## src/rtl/sram_arbiter_pkg.sv

```systemverilog
// Shared definitions for the two-master SRAM-bus arbiter: master IDs,
// transfer size encodings and the request payload carried toward the slave.
package sram_arbiter_pkg;

   localparam logic MST_INST = 1'b0;
   localparam logic MST_DATA = 1'b1;

   localparam logic [1:0] SIZE_1B = 2'd0;
   localparam logic [1:0] SIZE_2B = 2'd1;
   localparam logic [1:0] SIZE_4B = 2'd2;

   localparam int SRAM_PAYLOAD_W = 1 + 2 + 32 + 4 + 32;

   typedef struct packed {
      logic        wr;
      logic [1:0]  size;
      logic [31:0] addr;
      logic [3:0]  wstrb;
      logic [31:0] wdata;
   } sram_payload_t;

endpackage

```

## src/rtl/arb_owner_fifo.sv

```systemverilog
// In-order FIFO of 1-bit master IDs, one entry per request the slave has
// accepted but not yet answered. The head names the owner of the next data_ok.
module arb_owner_fifo #(
   parameter int DEPTH = 4
) (
   input  logic                     clk,
   input  logic                     resetn,
   input  logic                     push,
   input  logic                     push_id,
   input  logic                     pop,
   output logic [$clog2(DEPTH):0]   count,
   output logic                     head,
   output logic                     empty,
   output logic                     full
);

   localparam int PW = $clog2(DEPTH);
   localparam logic [PW-1:0] PTR_ONE  = PW'(1);
   localparam logic [PW:0]   CNT_ONE  = (PW+1)'(1);
   localparam logic [PW:0]   CNT_FULL = (PW+1)'(DEPTH);

   logic          mem [DEPTH];
   logic [PW-1:0] wr_ptr;
   logic [PW-1:0] rd_ptr;
   logic          do_push;
   logic          do_pop;

   assign empty   = (count == '0);
   assign full    = (count == CNT_FULL);
   assign do_push = push & ~full;
   assign do_pop  = pop & ~empty;
   assign head    = mem[rd_ptr];

   // Pointers wrap naturally because DEPTH is a power of two; a simultaneous
   // push and pop leaves the count unchanged.
   always_ff @(posedge clk or negedge resetn) begin
      if (!resetn) begin
         wr_ptr <= '0;
         rd_ptr <= '0;
         count  <= '0;
         for (int i = 0; i < DEPTH; i++) mem[i] <= 1'b0;
      end else begin
         if (do_push) begin
            mem[wr_ptr] <= push_id;
            wr_ptr      <= wr_ptr + PTR_ONE;
         end
         if (do_pop) rd_ptr <= rd_ptr + PTR_ONE;
         case ({do_push, do_pop})
            2'b10:   count <= count + CNT_ONE;
            2'b01:   count <= count - CNT_ONE;
            default: count <= count;
         endcase
      end
   end

endmodule

```

## src/rtl/sram_arbiter.sv

```systemverilog
// Shares one SRAM-like slave bus between instruction fetch (m0) and the data
// stage (m1). One address handshake per cycle; returns are routed back in
// issue order through the owner FIFO. m1 has priority, but m0 takes over
// after being blocked STARVE_LIMIT consecutive cycles.
module sram_arbiter
   import sram_arbiter_pkg::*;
#(
   parameter int DEPTH        = 4,
   parameter int STARVE_LIMIT = 8
) (
   input  logic                     clk,
   input  logic                     resetn,
   input  logic                     m0_req,
   input  logic                     m0_wr,
   input  logic [1:0]               m0_size,
   input  logic [31:0]              m0_addr,
   input  logic [3:0]               m0_wstrb,
   input  logic [31:0]              m0_wdata,
   output logic                     m0_addr_ok,
   output logic                     m0_data_ok,
   output logic [31:0]              m0_rdata,
   input  logic                     m1_req,
   input  logic                     m1_wr,
   input  logic [1:0]               m1_size,
   input  logic [31:0]              m1_addr,
   input  logic [3:0]               m1_wstrb,
   input  logic [31:0]              m1_wdata,
   output logic                     m1_addr_ok,
   output logic                     m1_data_ok,
   output logic [31:0]              m1_rdata,
   output logic                     s_req,
   output logic                     s_wr,
   output logic [1:0]               s_size,
   output logic [31:0]              s_addr,
   output logic [3:0]               s_wstrb,
   output logic [31:0]              s_wdata,
   input  logic                     s_addr_ok,
   input  logic                     s_data_ok,
   input  logic [31:0]              s_rdata,
   output logic [$clog2(DEPTH):0]   outstanding,
   output logic                     proto_err
);

   localparam int SW = $clog2(STARVE_LIMIT + 1);
   localparam logic [SW-1:0] STARVE_MAX = SW'(STARVE_LIMIT);
   localparam logic [SW-1:0] STARVE_ONE = SW'(1);

   logic          sel;
   logic          sel_req;
   logic          lock_valid;
   logic          lock_id;
   logic          lock_hold;
   logic          grant;
   logic          pop;
   logic          fifo_full;
   logic          fifo_empty;
   logic          fifo_head;
   logic [SW-1:0] starve_cnt;
   sram_payload_t m0_pl;
   sram_payload_t m1_pl;
   sram_payload_t sel_pl;

   assign lock_hold = lock_valid & ((lock_id == MST_DATA) ? m1_req : m0_req);

   // Pick the master that owns the bus this cycle: a pending lock first, then
   // a starved fetch, then data, then fetch.
   always_comb begin
      sel = MST_INST;
      if (lock_hold)                                 sel = lock_id;
      else if ((starve_cnt == STARVE_MAX) && m0_req) sel = MST_INST;
      else if (m1_req)                               sel = MST_DATA;
      else if (m0_req)                               sel = MST_INST;
   end

   assign m0_pl  = {m0_wr, m0_size, m0_addr, m0_wstrb, m0_wdata};
   assign m1_pl  = {m1_wr, m1_size, m1_addr, m1_wstrb, m1_wdata};
   assign sel_pl = (sel == MST_DATA) ? m1_pl : m0_pl;

   assign sel_req = (sel == MST_DATA) ? m1_req : m0_req;
   assign s_req   = sel_req & ~fifo_full & resetn;
   assign s_wr    = sel_pl.wr;
   assign s_size  = sel_pl.size;
   assign s_addr  = sel_pl.addr;
   assign s_wstrb = sel_pl.wstrb;
   assign s_wdata = sel_pl.wdata;

   assign grant      = s_req & s_addr_ok;
   assign m0_addr_ok = grant & (sel == MST_INST);
   assign m1_addr_ok = grant & (sel == MST_DATA);

   assign pop        = s_data_ok & ~fifo_empty;
   assign m0_data_ok = pop & (fifo_head == MST_INST);
   assign m1_data_ok = pop & (fifo_head == MST_DATA);
   assign m0_rdata   = s_rdata;
   assign m1_rdata   = s_rdata;

   arb_owner_fifo #(.DEPTH(DEPTH)) u_owner_fifo (
      .clk     (clk),
      .resetn  (resetn),
      .push    (grant),
      .push_id (sel),
      .pop     (pop),
      .count   (outstanding),
      .head    (fifo_head),
      .empty   (fifo_empty),
      .full    (fifo_full)
   );

   // Keep an unaccepted request pinned to its master so the payload seen by
   // the slave stays stable; release on handshake or when the master withdraws.
   always_ff @(posedge clk or negedge resetn) begin
      if (!resetn) begin
         lock_valid <= 1'b0;
         lock_id    <= MST_INST;
      end else if (grant) begin
         lock_valid <= 1'b0;
      end else if (s_req) begin
         lock_valid <= 1'b1;
         lock_id    <= sel;
      end else if (!lock_hold) begin
         lock_valid <= 1'b0;
      end
   end

   // Count consecutive cycles fetch loses to data; frozen while the FIFO is full.
   always_ff @(posedge clk or negedge resetn) begin
      if (!resetn) begin
         starve_cnt <= '0;
      end else if (!m0_req || (grant && (sel == MST_INST))) begin
         starve_cnt <= '0;
      end else if (!fifo_full && (sel == MST_DATA) && (starve_cnt != STARVE_MAX)) begin
         starve_cnt <= starve_cnt + STARVE_ONE;
      end
   end

   // Sticky flag for a return that has no outstanding request to belong to.
   always_ff @(posedge clk or negedge resetn) begin
      if (!resetn) proto_err <= 1'b0;
      else if (s_data_ok && fifo_empty) proto_err <= 1'b1;
   end

endmodule

```

## config.mk

```make
export PLATFORM = sky130hd
export DESIGN_NAME = sram_arbiter
export DESIGN_NICKNAME = d
export VERILOG_FILES = /design/src/rtl/sram_arbiter_pkg.sv /design/src/rtl/arb_owner_fifo.sv /design/src/rtl/sram_arbiter.sv
export SDC_FILE = /design/constraint.sdc
export NUM_CORES = 1
export LEC_CHECK = 0
export BUFFER_PORTS_ARGS = -buffer_cell sky130_fd_sc_hd__buf_2
export CAP_MARGIN = 15
export CELL_PAD_IN_SITES_DETAIL_PLACEMENT = 0
export CELL_PAD_IN_SITES_GLOBAL_PLACEMENT = 1
export CORE_AREA = 2 2 127 129
export DETAILED_ROUTE_END_ITERATION = 10
export DIE_AREA = 0 0 129 131
export GPL_TIMING_DRIVEN = 0
export PLACE_DENSITY_LB_ADDON = 0.1
export SYNTH_ARGS = -nofsm -noshare
export SYNTH_HDL_FRONTEND = slang
export SYNTH_HIERARCHICAL = 1
export SYNTH_SLANG_ARGS = --single-unit
```

## constraint.sdc

```tcl
create_clock -name clk -period 6.3 [get_ports clk]
set_clock_uncertainty 0.15 [all_clocks]
set_input_delay 0.63 -clock clk [delete_from_list [all_inputs] [get_ports clk]]
set_output_delay 0.63 -clock clk [all_outputs]
set_load 0.01 [all_outputs]
```

Word level (Yosys, flattened, before mapping):

Cells that the tools add are included.

* bits in registers: 18
* output and inout port bits: 144

* add/sub/neg operators: 5
* order comparisons: 3
* equality and inequality tests: 6
* multiplexer cells: 18
* bitwise operators: 18
* reduce and logical (&&, ||, !) cells: 13

Operator list (count)
* $mux W71: 1
* $and A1 B1 Y1: 11
* $mux W1: 11
* $mux W4: 2
* $ge A3 B3 Y1 const B: 2
* $logic_and A1 B1 Y1: 6
* $not A2 Y3: 2
* $pmux W3 S2: 1
* $not A1 Y1: 5
* $add A2 B1 Y2 const B: 2
* $add A4 B1 Y4 const B: 1
* $bwmux W4: 1
* $eq A4 B4 Y1 const B: 1
* $ne A4 B4 Y1 const B: 1
* $reduce_bool A2 Y1: 2
* $add A3 B1 Y3 const B: 1
* $eq A3 B3 Y1 const B: 1
* $logic_not A3 Y1: 1
* $lt A3 B1 Y1 const B: 1
* $ne A3 B2 Y1 const B: 1
* $sub A3 B1 Y3 const B: 1
* $bmux W1 S2: 1
* $demux W1 S2: 1
* $eq A2 B1 Y1 const B: 1
* other kinds (4): 5

Depth between registers and ports, before layout:

* word-level depth: 11
* mapped depth: 11
* mapped depth without buffers: 10

By module:

The synthesis kept the hierarchy.

By module, submodules not included
* sram_arbiter: times used 1, cells each 199, area an instance 1889.3 µm²
* arb_owner_fifo: times used 1, cells each 54, area an instance 605.6 µm²

Least setup slack after synthesis:

Ideal clock, no wire load.

* path type: register to output
* from: register starve_cnt[0]
* to: output port s_addr[13]
* arrival: 1849 ps
* slack: 3671 ps
* stages on the path, launching flop included: 7
* path through: dfrtp_1 inv_1 ha_1 nand3b_4 o311ai_4 buf_6 mux2_1

* longest elaborated chain between the ends: 5

Ends and longest elaborated chain
* start, declared: RTL line sram_arbiter.sv:58 `logic [SW-1:0] starve_cnt;`
* start signal, assigned: RTL line sram_arbiter.sv:132 `starve_cnt <= starve_cnt + STARVE_ONE;`
* $eq A4 B4 Y1: RTL line sram_arbiter.sv:70 `else if ((starve_cnt == STARVE_MAX) && m0_req) sel = MST_INST;`
* $logic_and A1 B1 Y1: RTL line sram_arbiter.sv:70
* $mux W1: RTL line sram_arbiter.sv:70
* $mux W1: RTL line sram_arbiter.sv:69 `if (lock_hold) sel = lock_id;`
* $mux W71: RTL line sram_arbiter.sv:77 `assign sel_pl = (sel == MST_DATA) ? m1_pl : m0_pl;`
* end, declared: RTL line sram_arbiter.sv:34 `output logic [31:0] s_addr,`

Every way passes these cells.

Worst setup path in the final report:

* from: register starve_cnt[0]
* to: output port s_wdata[28]

* longest elaborated chain between the ends: 5

Ends and longest elaborated chain
* $eq A4 B4 Y1: RTL line sram_arbiter.sv:70
* $logic_and A1 B1 Y1: RTL line sram_arbiter.sv:70
* $mux W1: RTL line sram_arbiter.sv:70
* $mux W1: RTL line sram_arbiter.sv:69
* $mux W71: RTL line sram_arbiter.sv:77
* end, declared: RTL line sram_arbiter.sv:36 `output logic [31:0] s_wdata,`

Every way passes these cells.

==> metrics.csv <==
metric,value,unit
Post-route DRC,0,
Slowest cell on crit path,o311ai_4,
Final Hold Fails,0,
total global-route track usage,12.50,%
ys flop type,dfrtp_1,
# IOs,324,
Peak Freq,300.6,MHz
Antenna Nets Post-Route,0,
sw frac,38.92,%
Post-CTS Resized,0,
Placer Congestion,0.7951,
"flops & latches, synth",18,
Pre-Repair DR Iteration Count,4,
site row count,46,
drt initial violations,58,
CTS Sinks,18,
CORE AREA,15600,um^2
Internal,524.4,uW
CP max stage delay,630,ps
syn_area_per_cell,9.861,um^2
crit end category,output port,
ys async rst share,100.0,%
Synth Cell Area,2495,um^2
layout cells sized above 1,80.29,%
CTS tree,yes,
sw power,334.2,uW
Vias,2806,
crit path max fanout,10,
fin crit period,3327,ps
combinational share of power,58.4,%
DIE AREA,16900,um^2
Post-Place Cells,760,
dpl ws,3143,ps
Starting Density,16.00,%
Ys Warns,6,
Critical Path Source Type,register,
most frequent cells in the layout,"buf_2 (291), mux2_2 (64), buf_4 (64)",
largest net degree at the start of global routing,22,
# fillers,1740,
hold buffers post-CTS,0,
Tcrit/Tclk final,52.81,%
Layout Area Growth over Synthesis,72.87,%
cts bufs inserted,3,
Post CTS Setup Buffer Count,0,
setup_tns,0,ps
post-detail-place hpwl,11030,um
clock latency on the worst-skew pair,250,ps
CP required,5520,ps
Leakage,2.330,nW
Peak VDD IR,0.0001531,V
worst hold path class,primary input to asynchronous set/reset pin,
final layout net count,737,
Max Slew Vio Count,0,
Final WS setup,2973,ps
"commonest non-fill, non-tap cell in the layout",buf_2,
first-pass GRT wire length,15970,um
final setup fails,0,
H-tree depth,1,
CTS Buffer Depth,2,
Non-Filler Instances,765,
vias per cell,3.668,
CTS root buf,clkbuf_16,
pwr dens,199.1,nW/um^2
Die W,129,um
clock power share,16.9,%
cells after synthesis,253,
initial antenna violation count,1,
RSZ-0062 raised after global routing,false,
vias in the first global route,2692,
IO buf count,291,
status,finished clean,
max-cap viol count,0,
Setup CP Type,register to output port,
number of enable flip-flop cells after synthesis,0,
sequential-to-total area share from yosys stat,18.05,%
Die Y-Extent,131,um
Synth cell types,40,
Slew headroom,50.42,%
syn_nets,441,
worst path arrival time,2550,ps
total congestion overflow,0,
Total Routed Length,12260,um
Worst-path clk slew,60,ps
worst slew pin tran,741.9,ps
Seq pwr share,24.7,%
CP Cell Sequence,inv_1 > ha_1 > nand3b_4 > o311ai_4 > buf_6 > mux2_2 > buf_2,
WL/cell,16.03,um
[state kept, by name (all words and copies together), names as in the netlist]
name,flops
starve_cnt,4
u_owner_fifo/mem,4
u_owner_fifo/count,3
u_owner_fifo/rd_ptr,2
u_owner_fifo/wr_ptr,2
lock_id,1
lock_valid,1
proto_err,1
[cells by family after synthesis]
group	synth area share, %
compound gates	7.323
xor+xnor	2.107
fa+ha+maj	4.313
buf+inv	24.67
flops	18.05
mux	33.95
simple gates	9.579
[per-layer routing]
layer | vias to the layer above | global-route usage [%] | routed length, um | share of wire (%)
li1 | 1412 | - | - | -
met1 | 1258 | 13.59 | 4307 | 35
met2 | 131 | 23.40 | 6551 | 53
met3 | 5 | 4.764 | 1337 | 11
met4 | 0 | 2.110 | 65 | 0.53
met5 | - | 0 | 0 | 0
[final cells by class]
cell class	count	area [um^2]	share of cell area [%]
Antenna cell	1	2.502	0.05802
Clock buffer	4	88.84	2.060
Multi-Input combinational cell	151	1429	33.13
Buffer	72	570.5	13.23
Timing Repair Buffer	291	1456	33.77
Inverter	12	45.04	1.044
Tap cell	216	270.3	6.266
Sequential cell	18	450.4	10.44
[worst max-delay path, delay by kind of cell (launching register included)]
family,cells,cell delay [ps]
AOI/OAI and AO/OA,1,630
adders and majority gates,1,260
buffers and inverters,3,500
DFF,1,410
muxes,1,360
and+or+nand+nor,1,120
[power groups by stage]
stage                     clock [mW]  combinational, mW  sequential [mW]
after detailed placement           0              0.511            0.215
after global routing           0.152              0.560            0.224
final                          0.145              0.501            0.212
after global placement             0              0.508            0.215
after floorplan                    0              0.315            0.209
after CTS                      0.149              0.512            0.214
[through the flow]
step / hold WS (ps) / cell area, um^2 / utilization (%) / power, mW
after floorplan: 184.4 / 2495 / - / 0.5237
after global placement: 298.8 / 4222 / 27.07 / 0.7230
after detailed placement: 301.6 / 4222 / 27.07 / 0.7259
after CTS: 203.0 / 4310 / 27.64 / 0.8752
after global routing: 211.9 / 4310 / 27.64 / 0.9353
final: 174.6 / 4313 / 27.65 / 0.8586
[Yosys cell counts, types with 2 or more instances]
library cell	count	area [um^2]
a211oi_1	4	30.03
a31oi_1	3	18.77
buf_4	64	480.5
buf_6	8	90.09
dfrtp_1	18	450.4
ha_1	7	87.58
inv_1	10	37.54
inv_2	2	7.510
mux2_1	7	78.83
mux2_2	64	720.7
nand2_1	10	37.54
nand2b_1	4	25.02
nand3b_1	2	15.01
nand4_1	3	18.77
nor2_1	5	18.77
nor2b_1	3	18.77
nor3_1	2	10.01
o21ai_0	8	40.04
o31ai_1	4	30.03
xnor2_1	3	26.28
xor2_1	3	26.28
[path summary, 6_finish.rpt]
kind	endpoint	slack, ps	depth (start not counted)	start
hold / removal	lock_id$_DFFE_PN0P_	170	1	resetn
setup / recovery	s_wdata[28]	2970	7	starve_cnt[0]$_DFFE_PN0P_
hold reg to reg	proto_err$_DFFE_PN0P_	310	1	proto_err$_DFFE_PN0P_
max in group asynchronous	proto_err$_DFFE_PN0P_	5500	1	resetn
setup reg to reg	u_owner_fifo/count[2]$_DFFE_PN0P_	3510	11	u_owner_fifo/count[0]$_DFFE_PN0P_
min in group clk	proto_err$_DFFE_PN0P_	310	1	proto_err$_DFFE_PN0P_
Note: power is estimated with default switching activity, not from simulation.
